**src/rtl/bf16_pkg.sv**
```systemverilog
// Shared bfloat16 field positions, operand-triple type and feeder state encoding.
package bf16_pkg;

  localparam int BF16_W = 16;
  localparam int EXP_MSB = 14;
  localparam int EXP_LSB = 7;
  localparam logic [7:0] EXP_ALL1 = 8'hFF;

  typedef struct packed {
    logic [BF16_W-1:0] a;
    logic [BF16_W-1:0] b;
    logic [BF16_W-1:0] c;
  } bf16_triple_t;

  typedef enum logic [1:0] {
    IDLE = 2'd0,
    RUN  = 2'd1,
    DONE = 2'd2
  } feed_state_t;

  // An all-ones exponent marks Inf or NaN regardless of the mantissa.
  function automatic logic is_inf_nan(input logic [BF16_W-1:0] x);
    return x[EXP_MSB:EXP_LSB] == EXP_ALL1;
  endfunction

endpackage

```
**src/rtl/bf16_operand_feeder_if.sv**
```systemverilog
// Operand-feeder bus: upstream push port, run control, and the issue port toward the FMA.
interface bf16_operand_feeder_if
  import bf16_pkg::*;
#(
  parameter int DEPTH = 8,
  parameter int CNT_W = 8
);
  // Both streams use strict valid/ready: a transfer happens on a rising edge where
  // valid && ready; a source holding valid keeps its payload stable until that edge.
  logic                     in_valid;
  logic                     in_ready;
  logic [BF16_W-1:0]        in_a;
  logic [BF16_W-1:0]        in_b;
  logic [BF16_W-1:0]        in_c;
  logic                     start;
  logic [CNT_W-1:0]         num;
  logic                     busy;
  logic                     done;
  logic                     out_valid;
  logic                     out_ready;
  logic [BF16_W-1:0]        out_a;
  logic [BF16_W-1:0]        out_b;
  logic [BF16_W-1:0]        out_c;
  logic                     out_special;
  logic [$clog2(DEPTH):0]   level;
  logic [CNT_W-1:0]         issued;
  feed_state_t              state_dbg;

  modport slave (
    input  in_valid, in_a, in_b, in_c, start, num, out_ready,
    output in_ready, busy, done, out_valid, out_a, out_b, out_c, out_special,
           level, issued, state_dbg
  );

  modport master (
    output in_valid, in_a, in_b, in_c, start, num, out_ready,
    input  in_ready, busy, done, out_valid, out_a, out_b, out_c, out_special,
           level, issued, state_dbg
  );

endinterface

```
**src/rtl/bf16_triple_fifo.sv**
```systemverilog
// Operand-triple FIFO: power-of-two depth, occupancy counter, no bypass path.
module bf16_triple_fifo
  import bf16_pkg::*;
#(
  parameter int DEPTH = 8
) (
  input  logic                   clk_i,
  input  logic                   rst_i,
  input  logic                   push_i,
  input  bf16_triple_t           wdata_i,
  input  logic                   pop_i,
  output bf16_triple_t           rdata_o,
  output logic [$clog2(DEPTH):0] level_o,
  output logic                   full_o,
  output logic                   empty_o
);

  localparam int AW = $clog2(DEPTH);
  localparam int LW = AW + 1;

  bf16_triple_t mem_q [DEPTH];
  logic [AW-1:0] wr_ptr_q, wr_ptr_d;
  logic [AW-1:0] rd_ptr_q, rd_ptr_d;
  logic [LW-1:0] level_q, level_d;
  logic do_push, do_pop;

  assign full_o  = (level_q == LW'(DEPTH));
  assign empty_o = (level_q == '0);
  assign do_push = push_i && !full_o;
  assign do_pop  = pop_i && !empty_o;
  assign rdata_o = mem_q[rd_ptr_q];
  assign level_o = level_q;

  // Pointers wrap for free because DEPTH is a power of two.
  always_comb begin
    wr_ptr_d = wr_ptr_q;
    rd_ptr_d = rd_ptr_q;
    level_d  = level_q;
    if (do_push) wr_ptr_d = wr_ptr_q + 1'b1;
    if (do_pop)  rd_ptr_d = rd_ptr_q + 1'b1;
    case ({do_push, do_pop})
      2'b10:   level_d = level_q + 1'b1;
      2'b01:   level_d = level_q - 1'b1;
      default: level_d = level_q;
    endcase
  end

  always_ff @(posedge clk_i) begin
    if (rst_i) begin
      wr_ptr_q <= '0;
      rd_ptr_q <= '0;
      level_q  <= '0;
    end else begin
      wr_ptr_q <= wr_ptr_d;
      rd_ptr_q <= rd_ptr_d;
      level_q  <= level_d;
    end
  end

  always_ff @(posedge clk_i) begin
    if (do_push) mem_q[wr_ptr_q] <= wdata_i;
  end

endmodule

```
**src/rtl/bf16_operand_feeder.sv**
```systemverilog
// Streams a programmed number of buffered {A,B,C} triples into the bf16 FMA.
// Optional Inf/NaN head flag is enabled by defining BF16_FEED_SCREEN_EN.
module bf16_operand_feeder
  import bf16_pkg::*;
#(
  parameter int DEPTH = 8,
  parameter int CNT_W = 8
) (
  input  logic                  clk,
  input  logic                  rst,
  bf16_operand_feeder_if.slave  bus
);

  feed_state_t      state_q;
  logic [CNT_W-1:0] num_q;
  logic [CNT_W-1:0] issued_q;
  logic             done_q;
  logic             busy_q;

  bf16_triple_t     wdata;
  bf16_triple_t     head;
  logic             full, empty;
  logic             do_push, do_pop;
  logic             out_valid;

  assign wdata     = '{a: bus.in_a, b: bus.in_b, c: bus.in_c};
  assign do_push   = bus.in_valid && !full;
  assign out_valid = (state_q == RUN) && !empty && (issued_q != num_q);
  assign do_pop    = out_valid && bus.out_ready;

  bf16_triple_fifo #(.DEPTH(DEPTH)) u_fifo (
    .clk_i   (clk),
    .rst_i   (rst),
    .push_i  (do_push),
    .wdata_i (wdata),
    .pop_i   (do_pop),
    .rdata_o (head),
    .level_o (bus.level),
    .full_o  (full),
    .empty_o (empty)
  );

  // done and busy are registered alongside the state so they change only on state entry.
  always_ff @(posedge clk) begin
    if (rst) begin
      state_q  <= IDLE;
      num_q    <= '0;
      issued_q <= '0;
      done_q   <= 1'b0;
      busy_q   <= 1'b0;
    end else begin
      case (state_q)
        IDLE: begin
          done_q <= 1'b0;
          if (bus.start) begin
            num_q    <= bus.num;
            issued_q <= '0;
            busy_q   <= 1'b1;
            if (bus.num == '0) begin
              state_q <= DONE;
              done_q  <= 1'b1;
            end else begin
              state_q <= RUN;
            end
          end
        end
        RUN: begin
          if (do_pop) begin
            issued_q <= issued_q + 1'b1;
            if (CNT_W'(issued_q + 1'b1) == num_q) begin
              state_q <= DONE;
              done_q  <= 1'b1;
            end
          end
        end
        DONE: begin
          state_q <= IDLE;
          done_q  <= 1'b0;
          busy_q  <= 1'b0;
        end
        default: begin
          state_q <= IDLE;
          done_q  <= 1'b0;
          busy_q  <= 1'b0;
        end
      endcase
    end
  end

  assign bus.in_ready  = !full;
  assign bus.out_valid = out_valid;
  assign bus.out_a     = head.a;
  assign bus.out_b     = head.b;
  assign bus.out_c     = head.c;
  assign bus.busy      = busy_q;
  assign bus.done      = done_q;
  assign bus.issued    = issued_q;
  assign bus.state_dbg = state_q;

`ifdef BF16_FEED_SCREEN_EN
  assign bus.out_special = out_valid &&
                           (is_inf_nan(head.a) || is_inf_nan(head.b) || is_inf_nan(head.c));
`else
  assign bus.out_special = 1'b0;
`endif

endmodule

```
**src/flat_wrapper.sv**
```systemverilog
// flat-port wrapper written by rule: the top's interface ports become plain ports
module bf16_operand_feeder_flat import bf16_pkg::*;
#(
  parameter int DEPTH = 8,
  parameter int CNT_W = 8
)
  (clk, rst, bus_in_valid, bus_in_a, bus_in_b, bus_in_c, bus_start, bus_num, bus_out_ready, bus_in_ready, bus_busy, bus_done, bus_out_valid, bus_out_a, bus_out_b, bus_out_c, bus_out_special, bus_level, bus_issued, bus_state_dbg);
  bf16_operand_feeder_if #(.DEPTH(DEPTH), .CNT_W(CNT_W)) bus_i ();
  input  logic clk;
  input  logic rst;
  input wire logic [$bits(bus_i.in_valid)-1:0] bus_in_valid;
  input wire logic [$bits(bus_i.in_a)-1:0] bus_in_a;
  input wire logic [$bits(bus_i.in_b)-1:0] bus_in_b;
  input wire logic [$bits(bus_i.in_c)-1:0] bus_in_c;
  input wire logic [$bits(bus_i.start)-1:0] bus_start;
  input wire logic [$bits(bus_i.num)-1:0] bus_num;
  input wire logic [$bits(bus_i.out_ready)-1:0] bus_out_ready;
  output wire logic [$bits(bus_i.in_ready)-1:0] bus_in_ready;
  output wire logic [$bits(bus_i.busy)-1:0] bus_busy;
  output wire logic [$bits(bus_i.done)-1:0] bus_done;
  output wire logic [$bits(bus_i.out_valid)-1:0] bus_out_valid;
  output wire logic [$bits(bus_i.out_a)-1:0] bus_out_a;
  output wire logic [$bits(bus_i.out_b)-1:0] bus_out_b;
  output wire logic [$bits(bus_i.out_c)-1:0] bus_out_c;
  output wire logic [$bits(bus_i.out_special)-1:0] bus_out_special;
  output wire logic [$bits(bus_i.level)-1:0] bus_level;
  output wire logic [$bits(bus_i.issued)-1:0] bus_issued;
  output wire logic [$bits(bus_i.state_dbg)-1:0] bus_state_dbg;
  assign bus_i.in_valid = bus_in_valid;
  assign bus_i.in_a = bus_in_a;
  assign bus_i.in_b = bus_in_b;
  assign bus_i.in_c = bus_in_c;
  assign bus_i.start = bus_start;
  assign bus_i.num = bus_num;
  assign bus_i.out_ready = bus_out_ready;
  assign bus_in_ready = bus_i.in_ready;
  assign bus_busy = bus_i.busy;
  assign bus_done = bus_i.done;
  assign bus_out_valid = bus_i.out_valid;
  assign bus_out_a = bus_i.out_a;
  assign bus_out_b = bus_i.out_b;
  assign bus_out_c = bus_i.out_c;
  assign bus_out_special = bus_i.out_special;
  assign bus_level = bus_i.level;
  assign bus_issued = bus_i.issued;
  assign bus_state_dbg = bus_i.state_dbg;
  bf16_operand_feeder #(.DEPTH(DEPTH), .CNT_W(CNT_W)) u_core (.clk(clk), .rst(rst), .bus(bus_i));
endmodule
```
**config.mk**
```make
export PLATFORM = sky130hd
export DESIGN_NAME = bf16_operand_feeder_flat
export DESIGN_NICKNAME = d
export VERILOG_FILES = /design/src/rtl/bf16_pkg.sv /design/src/rtl/bf16_operand_feeder_if.sv /design/src/rtl/bf16_triple_fifo.sv /design/src/rtl/bf16_operand_feeder.sv /design/src/flat_wrapper.sv
export SDC_FILE = /design/constraint.sdc
export NUM_CORES = 1
export LEC_CHECK = 0
export CAP_MARGIN = 10
export CORE_ASPECT_RATIO = 0.5
export CORE_UTILIZATION = 50
export CTS_CLUSTER_SIZE = 30
export DETAILED_ROUTE_END_ITERATION = 16
export DONT_BUFFER_PORTS = 1
export GPL_TIMING_DRIVEN = 1
export PLACE_DENSITY_LB_ADDON = 0.08
export SETUP_SLACK_MARGIN = 0.4
export SLEW_MARGIN = 30
export SYNTH_ARGS = -nofsm -noshare
export SYNTH_HDL_FRONTEND = slang
export SYNTH_SLANG_ARGS = --single-unit
```
**constraint.sdc**
```tcl
create_clock -name clk -period 5.9 [get_ports clk]
set_clock_uncertainty 0.1 [all_clocks]
set_input_delay 0.885 -clock clk [delete_from_list [all_inputs] [get_ports clk]]
set_output_delay 0.885 -clock clk [all_outputs]
set_load 0.01 [all_outputs]
```
==> flow_summary.ini <==
[status]
status = finished, final reports clean

[critical_path]
worst_setup_path_end_kind = output port
cp-start-kind = flip-flop
reg2reg_from = u_core.bus.issued[7]$_SDFFE_PP0P_
r2r_end = u_core.u_fifo.level_o[3]$_SDFFE_PP0P_
reg2reg_slack_ns = 2.50
rr_worst_depth = 11
crit_required_ns = 4.91
path_class = reg2out
worstPathCellList = buf_12, mux4_2, mux2_2
max_stage_delay_ns = 0.72
endpoint = bus_out_a[7]
critPathSlowestCell = dfxtp_4
cp.arrival_ns = 2.80
cp_max_fo = 70

[global_route]
grtUsageTotal_pct = 18.7
grt_max_degree = 71
grt_pass1_wl_um = 46200
grt_pass1_vias = 7640
grt_antenna_before_repair = 0
grt.overflow.total = 0

[timing]
drv_slew = 0
min_period_ns = 3.79
relSlewSlack_pct = 39.6
rsz0062_at_grt = false
max_freq_ghz = 0.264
hold_violations = 0
final.setup.tns_ns = 0
whs_ns = 0.324
finalCritPeriodShare_pct = 64.2
tightest_slew_ns = 0.904
setup_viol = 0

[cts]
cts_resized = 0
clock_path_buffers = 3
cts_hold_buf = 0
cts-root-buf = clkbuf_16
cts_tree = yes
clk_pin_slew_ns = 0.06
clkLatencyLatePin_ns = 0.52
postCtsSetupBuffers = 0
h-tree-depth = 2
cts.sinks = 417
cts_buffers = 37

[pwr]
power.switching_mw = 1.19
switching_share_pct = 20.1
cell_internal_pwr_mw = 4.74
vdd_ir_drop_max_mv = 0.199
p_leak_nw = 5.49
power.density_mw_per_mm2 = 330
pwr-share-seq_pct = 56.1
p_clk_share_pct = 39.9
power_frac_comb_pct = 4.1

[worst_hold_path]
min-delay-path-class = in2reg

[route]
wl_um = 30500
wire_per_inst_um = 24.4
vias_per_cell = 5.79
detail-route-antenna-nets = 0
vias = 7255
drcViolationCount = 0
drt-initial-drc-count = 471
drtPass1Iterations = 5

[yosys]
yosys_warnings = 0
ys.flop_type = edfxtp_1
yosysUniqueCellTypes = 57
syn_area_mm2 = 0.0162
synthArstFlopShare_pct = 0
ys_seq_elements = 417
synth_edf_count = 384
yosysSeqAreaShare_pct = 75.1
syn-num-nets = 846
netlist_instances = 778
syn_area_per_cell_um2 = 20.9

[die]
pin_count = 128
coreArea_mm2 = 0.0318
die_h_um = 129
dieArea_mm2 = 0.0332
die_w_um = 257
row_count = 46
initial_core_util_pct = 51.0

[final_layout]
drive_gt1_share_pct = 28.3
nFillCells = 2337
final_cell_mix = edfxtp_1 (384), mux4_2 (96), mux2_2 (48)
n_antenna_cell = 0
final_common_cell = edfxtp_1
area_growth_pct = 10.8
final_nets = 862

[placed_design]
place.gp.congestion = 0.837
port-buffer-count = 0
post-dp-hpwl_um = 16900

[job]
cap_viol_max_count = 0
[power groups by stage]
stage                     clock, mW  sequential, mW  combinational (mW)
final                          2.36            3.33               0.241
after detailed placement          0            3.39               0.245
after global placement            0            3.39               0.242
after global routing           2.53            3.33               0.260
after floorplan                   0            3.38               0.200
after CTS                      2.42            3.33               0.246
[cell type report]
type | instances | area (um2) | share of cell area (%)
Clock buffer | 50 | 1050 | 5.82
Clock inverter | 15 | 124 | 0.689
Inverter | 8 | 30.0 | 0.167
Multi-Input combinational cell | 315 | 3860 | 21.4
Sequential cell | 417 | 12200 | 67.8
Tap cell | 432 | 541 | 3.00
Timing Repair Buffer | 15 | 193 | 1.07
[layer usage]
| layer | GRT usage [%] | part of all wire (%) |
|---|---|---|
| met2 | 30.1 | 49 |
| met4 | 4.69 | 1.5 |
| met5 | 0 | 0 |
| met3 | 4.66 | 5.6 |
| met1 | 26.1 | 44 |
[through the flow]
step / cell area [um2] / util, % / total power [mW] / std cells / worst slack, ns
after floorplan: 16200 / - / 3.58 / 778 / 0.773
after detailed placement: 16700 / 52.6 / 3.64 / 1184 / 2.54
after global placement: 16700 / 52.5 / 3.63 / 1183 / 2.57
after global routing: 18000 / 56.5 / 6.12 / 1252 / 1.88
after CTS: 17900 / 56.3 / 5.99 / 1249 / 1.98
final: 18000 / 56.5 / 5.93 / 1252 / 2.11
[cells in the mapped netlist (6+ instances only)]
master	count	area (um2)
nand3_1	8	40.0
inv_1	6	22.5
nor2_1	24	90.1
buf_2	7	35.0
mux4_2	96	2160
xor2_1	7	61.3
nand2_1	26	97.6
clkbuf_1	19	71.3
xnor2_1	12	105
dfxtp_1	33	661
ha_1	6	75.1
mux2_2	48	541
buf_4	6	45.0
a21oi_1	21	105
edfxtp_1	384	11500
[critical path, delay by kind of cell (launching register included)]
family | cells | cell delay [ns]
DFF | 1 | 0.72
buffers and inverters | 1 | 0.56
muxes | 2 | 0.94
[registers in the layout, summed over array words and instances (netlist names), named ones only]
| register | flops |
|---|---|
| u_core.bus.state_dbg | 2 |
| u_core.u_fifo.level_o | 4 |
| u_core.u_fifo.wr_ptr_q | 3 |
| u_core.u_fifo.mem_q | 384 |
| u_core.bus.issued | 8 |
| u_core.bus.busy | 1 |
| u_core.bus.done | 1 |
| u_core.num_q | 8 |
| u_core.u_fifo.rd_ptr_q | 3 |
[logic make-up after synthesis]
logic type | count (synthesis) | synth area share [%]
xor+xnor | 19 | 1.03
other cells | 1 | 0.0231
buf+inv | 46 | 1.49
compound gates | 50 | 1.99
fa+ha+maj | 7 | 0.586
simple gates | 92 | 3.02
mux | 146 | 16.8
flops | 417 | 75.1
[how the worst min path moves through the flow]
stage,start,endpoint,slack (ns),cells after the start
2_1_floorplan,u_core.num_q[7]$_SDFFE_PP0P_,u_core.num_q[7]$_SDFFE_PP0P_,0.35,2
5_1_grt,rst,u_core.num_q[4]$_SDFFE_PP0P_,0.29,1
3_5_place_dp,u_core.num_q[7]$_SDFFE_PP0P_,u_core.num_q[7]$_SDFFE_PP0P_,0.37,2
3_3_place_gp,u_core.num_q[7]$_SDFFE_PP0P_,u_core.num_q[7]$_SDFFE_PP0P_,0.36,2
6_report,rst,u_core.num_q[4]$_SDFFE_PP0P_,0.32,1
4_1_cts,rst,u_core.num_q[4]$_SDFFE_PP0P_,0.29,1
(Power assumes the default switching activity.)
